<file path="src/rtl/grid_output_reader.sv">
// grid_output_reader: drains east-edge spike packets into per-tick output bitmaps
//   clk, rst          clock, synchronous active-high reset
//   tick              one-cycle global tick pulse that closes the current frame
//   empty_in, ren_out edge buffer handshake; packet_in valid the cycle after ren_out
//   frame_*           held frame (bitmap, tick number, packet count) over valid/ready
//   overflow_error    sticky: a frame closed while the previous one was still held
//   range_error       sticky: a packet decoded to an index >= NUM_OUTPUTS
module grid_output_reader #(
    parameter int PACKET_WIDTH = 30,
    parameter int NUM_AXONS    = 256,
    parameter int NUM_TICKS    = 16,
    parameter int NUM_OUTPUTS  = 256,
    parameter int COUNT_WIDTH  = 16
) (
    input  logic                    clk,
    input  logic                    rst,
    input  logic                    tick,
    input  logic                    empty_in,
    input  logic [PACKET_WIDTH-1:0] packet_in,
    output logic                    ren_out,
    output logic [NUM_OUTPUTS-1:0]  frame_spikes,
    output logic                    frame_valid,
    input  logic                    frame_ready,
    output logic [COUNT_WIDTH-1:0]  frame_index,
    output logic [COUNT_WIDTH-1:0]  frame_packets,
    output logic                    overflow_error,
    output logic                    range_error
);
    localparam int AW = $clog2(NUM_AXONS);
    localparam int TW = $clog2(NUM_TICKS);
    typedef enum logic {IDLE, READ} state_t;
    state_t                   state_q, state_d;
    logic [NUM_OUTPUTS-1:0]   acc_q, acc_d, acc_next, hit_vec, spikes_q, spikes_d;
    logic [COUNT_WIDTH-1:0]   acc_count_q, acc_count_d, cnt_next;
    logic [COUNT_WIDTH-1:0]   tick_cnt_q, tick_cnt_d, index_q, index_d, packets_q, packets_d;
    logic                     valid_q, valid_d, ovf_q, ovf_d, rerr_q, rerr_d;
    logic [AW-1:0]            idx;
    logic                     rd, in_range, load;
    logic                     unused_bits;

    assign idx      = packet_in[TW +: AW];
    assign rd       = state_q == READ;
    assign in_range = {1'b0, idx} < (AW + 1)'(NUM_OUTPUTS);
    // Tick and routing fields carry nothing for the host side.
    assign unused_bits = ^{packet_in[PACKET_WIDTH-1:TW+AW], packet_in[TW-1:0]};

    always_ff @(posedge clk) begin
        if (rst) state_q <= IDLE;
        else     state_q <= state_d;
    end

    always_comb begin
        state_d = (state_q == IDLE && !empty_in) ? READ : IDLE;
    end

    // Gated by rst so no buffer word is popped while the block is held in reset.
    always_comb begin
        ren_out = state_q == IDLE && !empty_in && !rst;
    end

    // Out-of-range indices match no bit, so they fall out of the bitmap naturally.
    always_comb begin
        hit_vec = '0;
        for (int i = 0; i < NUM_OUTPUTS; i++) hit_vec[i] = rd && idx == AW'(i);
    end

    always_comb begin
        acc_next    = acc_q | hit_vec;
        cnt_next    = (rd && !(&acc_count_q)) ? acc_count_q + 1'b1 : acc_count_q;
        load        = tick && (!valid_q || frame_ready);
        acc_d       = tick ? '0 : acc_next;
        acc_count_d = tick ? '0 : cnt_next;
        tick_cnt_d  = tick ? tick_cnt_q + 1'b1 : tick_cnt_q;
        valid_d     = load || (valid_q && !frame_ready);
        spikes_d    = load ? acc_next : spikes_q;
        packets_d   = load ? cnt_next : packets_q;
        index_d     = load ? tick_cnt_q : index_q;
        ovf_d       = ovf_q || (tick && valid_q && !frame_ready);
        rerr_d      = rerr_q || (rd && !in_range);
    end

    always_ff @(posedge clk) begin
        if (rst) begin
            acc_q       <= '0;
            acc_count_q <= '0;
            tick_cnt_q  <= '0;
            valid_q     <= 1'b0;
            spikes_q    <= '0;
            packets_q   <= '0;
            index_q     <= '0;
            ovf_q       <= 1'b0;
            rerr_q      <= 1'b0;
        end else begin
            acc_q       <= acc_d;
            acc_count_q <= acc_count_d;
            tick_cnt_q  <= tick_cnt_d;
            valid_q     <= valid_d;
            spikes_q    <= spikes_d;
            packets_q   <= packets_d;
            index_q     <= index_d;
            ovf_q       <= ovf_d;
            rerr_q      <= rerr_d;
        end
    end

    assign frame_spikes   = spikes_q;
    assign frame_valid    = valid_q;
    assign frame_index    = index_q;
    assign frame_packets  = packets_q;
    assign overflow_error = ovf_q;
    assign range_error    = rerr_q;
endmodule
</file>
<file path="config.mk">
export PLATFORM = sky130hd
export DESIGN_NAME = grid_output_reader
export DESIGN_NICKNAME = d
export VERILOG_FILES = /design/src/rtl/grid_output_reader.sv
export SDC_FILE = /design/constraint.sdc
export NUM_CORES = 1
export LEC_CHECK = 0
export ABC_AREA = 1
export CORE_MARGIN = 5
export CORE_UTILIZATION = 54
export DETAILED_ROUTE_END_ITERATION = 12
export MAX_ROUTING_LAYER = met4
export PLACE_DENSITY = 0.8
export SYNTH_ARGS = -nofsm -noshare
export SYNTH_HDL_FRONTEND = slang
export SYNTH_SLANG_ARGS = --single-unit
</file>
<file path="constraint.sdc">
create_clock -name clk -period 2.2 [get_ports clk]
set_input_delay 0.55 -clock clk [delete_from_list [all_inputs] [get_ports clk]]
set_output_delay 0.55 -clock clk [all_outputs]
set_load 0.05 [all_outputs]
</file>
==> metrics.txt, run 1 <==
share of layout cells above drive strength 1=0.06747; Slew @ Worst Pin=710.8 ps; Min-Delay Path Class=in2reg; syn nets=2,870; I/O pin cnt=327; commonest cells in the netlist=nor2_1, inv_1, dfxtp_1; most common cell in the netlist=nor2_1; Max-cap violations=0; Total Power=0.02389 W; Cell variety after synth=30; Total Routing Usage GR=0.2597; largest area contributor in the netlist=dfxtp_1; leakage=13.66 nW; Area Overhead vs Synth=25.59%; pin count of the biggest net entering global routing=134; Syn Inst Count=2,833; post-placement cell count=3,599; number of port buffers=303; CTS H-Tree Depth=2; main flop type after synthesis=dfxtp_1; Num CTS Buffers=56; Placer Congestion=0.8645; vias post-DR=between 15,000 and 20,000; RSZ-0062 raised after global routing=no; top post-synthesis cells by area=dfxtp_1, nor2_1, inv_1; CP max stage delay=roughly 570 ps; Post-synth EDFFs=0; Post-Layout Cell Count=3,707; Rel. slew slack=0.5261; placed cell areas=26,150 sq um; Core Area=40,650 sq um; Post-DP HPWL=38.83 mm; postcts setup bufs=0; Clock Sink Count=579; 1st-iter DRT viols=1,414; Clock transition at path regs=60 ps; drt drc=0; Syn Area/Cell=7.802 sq um; VDD IR max=between 600 and 700 uV; vias in the first global route=17,920; CP Depth=1; Rows=74; Reg2Reg Depth=10; Fin Hold WS=298.8 ps; fmax=~470 MHz; WHS Path Cells=2; critical path class=reg2out; Final Hold Vio Count=0; Detail Route Antenna Nets=0; clk buf depth=3; clock root buffer=clkbuf_16; Pwr Density=860.7 nW/um^2; Initial Util=0.5438; final worst path period need=2135 ps; Layout Nets=roughly 3,200; Worst path slowest cell=dlygate4sd2_1; CTS tree=done; worst-path cell chain=dlygate4sd2_1; Vias/cell=5.002; Critical Path RT=1650 ps; CP delay by family, top=buffers and inverters; Slew Limit Fails=0; top cell type's share of synthesized area=0.5244; first-pass GRT wire length=just over 90 mm; Tcrit/Tclk final=0.9707; crit-path max FO=2; die area=45,080 sq um; asr flop ratio synth=0; initial antenna violation count=3; final wirelength=58.29 mm; status=finished clean; Worst EP arrival=1590 ps; Clock Latency Late Sink=620 ps; First-pass DRT Iterations=7; Worst setup SP type=flip-flop; Hold-fix buffers, CTS=0; Buf/Inv on CP=1; synthesized area=22,100 sq um; die extent in y=212.3 um; fin area=27,760 sq um; Worst setup EP type=output pin; Die X=212.3 um; Overflow after GRT=0; sequential area share after synthesis=0.5244; #FFs+latches synth=579; yosys warns=0; Setup Skew=~22 ps; final setup vio count=0; routed len/inst=15.73 um
-- per-layer routing --
| metal | routed length [um] | vias up | GRT usage |
|---|---|---|---|
| met5 | 0 | - | - |
| met4 | 2223 | 0 | 0.1037 |
| met3 | 3782 | 132 | 0.04073 |
| met2 | 27620 | 568 | 0.4211 |
| met1 | 24660 | 8592 | 0.3279 |
| li1 | - | 9251 | - |
-- cell type report --
cell class / count / area, sq um
well taps: 532 / 665.6
multi-input cells: 1508 / 7523
fillers: 3273 / 12890
diodes: 3 / 7.507
inverters: 583 / 2198
repair buffers: 397 / 3815
clock buffers: 76 / 1627
clock inverters: 29 / 331.6
flip-flops and latches: 579 / 11590
-- cell families (layout without fill, tap and decap cells) --
kind of cell / Yosys count / count (layout) / share of synthesized area
compound gates: 585 / 585 / 0.1768
xor+xnor: 3 / 3 / 0.001189
fa+ha+maj: 2 / 2 / 0.001132
buf+inv: 746 / 1085 / 0.1364
flops: 579 / 579 / 0.5244
other cells: 1 / 4 / 0.0001697
simple gates: 917 / 917 / 0.1599
-- what timing repair did --
action                                  CTS  global route
endpoints found under the setup margin  285             0
hold endpoints to repair                  0             0
resized for setup                       285             0
-- flip-flops by register name (all words and copies together), names as in the netlist --
register        cells
frame_spikes      256
tick_cnt_q         16
acc_q             256
frame_index        16
overflow_error      1
frame_packets      16
rd                  1
acc_count_q        16
frame_valid         1
-- stage by stage --
step / setup slack, ps / utilization / TNS, ps
floorplan: 122.9 / - / 0
global placement: -2.881 / 0.6434 / -2.881
detailed placement: -58.83 / 0.6434 / -364.5
CTS: 31.59 / 0.6828 / 0
global route: 17.58 / 0.6829 / 0
finish: 64.55 / 0.6829 / 0
-- report_power, final --
part	internal [W]	switching, W
Combinational	0.000746	0.00211
Sequential	0.0108	0.000217
Clock	0.00590	0.00410
Total	0.0175	0.00643
-- placed cells by master, fill, tap and decap left out, types with 2 or more instances in the layout --
master,instances
nand2_1,259
dfxtp_1,579
nand3_1,41
buf_12,36
buf_4,65
clkbuf_8,15
nor3_1,5
a31oi_1,2
clkdlybuf4s50_1,11
o211ai_1,130
nand2_4,2
clkbuf_16,56
o21bai_1,257
ha_1,2
bufinv_16,6
inv_1,580
nand4_1,4
nor2_2,3
nor2_1,599
diode_2,3
o21ai_0,160
a21oi_1,33
xnor2_1,2
dlygate4sd2_1,285
clkinv_2,18
clkbuf_1,5
-- final timing paths --
path / from / end / slack (ps)
max: frame_spikes[73] / frame_spikes[73] / 60
min: rst / frame_index[0] / 300
max reg2reg: acc_count_q[0] / frame_packets[0] / 250
min reg2reg: tick_cnt_q[12] / frame_index[12] / 470
Power figures use the tool's default switching activity.
==> inputs of run 2 (changes only) <==
==> constraint.sdc (replaced) <==
create_clock -name clk -period 2.2 [get_ports clk]
set_input_delay 0.66 -clock clk [delete_from_list [all_inputs] [get_ports clk]]
set_output_delay 0.66 -clock clk [all_outputs]
set_load 0.05 [all_outputs]
==> run 2 against run 1 <==
Utilization up 0.31 points. Non-clock buffer count up 31. Maximum frequency down 1.8%. Count of clock-buffer cells in the layout up 7. Clock skew down 8.7 ps. Final cell count up 0.70%. Clock power about the same. Register-to-register slack better by 70 ps. Final area up 0.46%. Largest cell class unchanged. Largest power group unchanged.
==> metrics.txt, run 2 (synthesis results as in run 1) <==
Fillers=approximately 3,200; worst-path cell chain=dlygate4sd2_1; Overflow after GRT=0; Worst path slowest cell=dlygate4sd2_1; Post-DP HPWL=39.12 mm; Max-cap violations=0; Worst EP arrival=1510 ps; clk buf depth=3; Hold-fix buffers, CTS=0; Num CTS Buffers=55; First-pass DRT Iterations=5; commonest non-fill, non-tap cell in the layout=nor2_1; CP delay by family, top=buffers and inverters; Fin Hold WS=370.0 ps; Setup Skew=12.91 ps; Slew Limit Fails=0; initial antenna violation count=5; Clock Sink Count=roughly 580; share of layout cells above drive strength 1=0.09512; RSZ-0062 raised after global routing=no; die area=45,080 sq um; routed len/inst=15.59 um; first-pass GRT wire length=92.96 mm; 1st-iter DRT viols=1,384; fin util=0.6860; Core Area=40,650 sq um; GR Util met2=0.4252; Vias/cell=5.016; pin count of the biggest net entering global routing=139; postcts setup bufs=0; Detail Route Antenna Nets=0; status=finished clean; GR Layer Usage met1=0.3206; Die X=212.3 um; Reg2Reg Depth=8; Clock Latency Late Sink=600 ps; number of port buffers=303; Min-Delay Path Class=in2reg; post_cts resized=273; crit-path max FO=2; I/O pin cnt=between 300 and 400; critical path class=reg2out; Area Overhead vs Synth=26.16%; register area=11,590 sq um; area of the multi-input gates=7523 sq um; VDD IR max=roughly 660 uV; most frequent cells in the layout=nor2_1, inv_1, dfxtp_1, nand2_1, o21bai_1; Tcrit/Tclk final=0.9883; M3 GR Usage=0.04397; drt drc=0; Top Usage Layer GRT=met2; Layout Nets=3,192; Critical Path RT=1540 ps; CTS H-Tree Depth=2; CP max stage delay=550 ps; post-route setup slack=25.84 ps; leakage=roughly 13 nW; Pwr Density=847.7 nW/um^2; Worst setup EP type=output pin; final worst path period need=2174 ps; final wirelength=58.21 mm; Placer Congestion=between 0.9 and 1; die extent in y=212.3 um; Slew @ Worst Pin=745.7 ps; Buf/Inv on CP=1; clock root buffer=clkbuf_16; Final Hold Vio Count=0; Worst setup SP type=flip-flop; Post-Place Worst Slack=-221.1 ps; WHS Path Cells=2; Rows=74; Rel. slew slack=0.5029; fmax=459.9 MHz; Total Routing Usage GR=0.2590; Initial Util=0.5438; Clock transition at path regs=60 ps; vias post-DR=~19,000; final setup vio count=0; CTS tree=done; vias in the first global route=18,300; CP Depth=1
## run 2: cell count changes in the layout (fill, tap and decap cells not counted), moves of 2 or more
cell             change
dlygate4sd2_1      -120
buf_4               +82
clkdlybuf4s15_1     +44
clkbuf_2            +16
clkbuf_1            +10
clkinv_2             -9
buf_12               +5
clkbuf_8             -4
clkdlybuf4s15_2      +4
diode_2              +2
## run 2: path summary, 6_finish.rpt
| check | start | to | slack [ps] |
|---|---|---|---|
| max | frame_spikes[229] | frame_spikes[229] | 30 |
| min | rst | frame_valid | 370 |
| max reg2reg | acc_count_q[0] | frame_packets[12] | 320 |
| min reg2reg | frame_index[0] | frame_index[0] | 480 |
## run 2: layout make-up
| type | instances | area share |
|---|---|---|
| sequential | 579 | 0.4157 |
| timing repair buffer | 428 | 0.1451 |
| tap | 532 | 0.02387 |
| clock inverter | 15 | 0.007717 |
| inverter | 583 | 0.07884 |
| antenna | 5 | 0.0004487 |
| multi-input combinational | 1508 | 0.2698 |
| clock buffer | 83 | 0.05860 |
## run 2: per-layer routing
layer  routed length [um]  up-vias
met1                24290     8645
met4                 2185        0
met2                27790      630
met5                    0        -
li1                     -     9310
met3                 3947      138
## run 2: where the power goes
group | leakage (nW) | internal (W) | switching [W]
Clock | 0.915 | 0.00570 | 0.00396
Combinational | 7.83 | 0.000821 | 0.00212
Sequential | 4.72 | 0.0108 | 0.000222
Total | 13.5 | 0.0173 | 0.00630
## run 2: metrics by stage
stage	instances	setup TNS, ps	area, sq um	power (W)
after floorplan	2833	0	22130	0.01325
after global routing	3733	0	27890	0.02443
after CTS	3728	0	27920	0.02378
after global placement	3630	-6839	26310	0.01431
after detailed placement	3630	-15220	26310	0.01437
final	3733	0	27890	0.02364
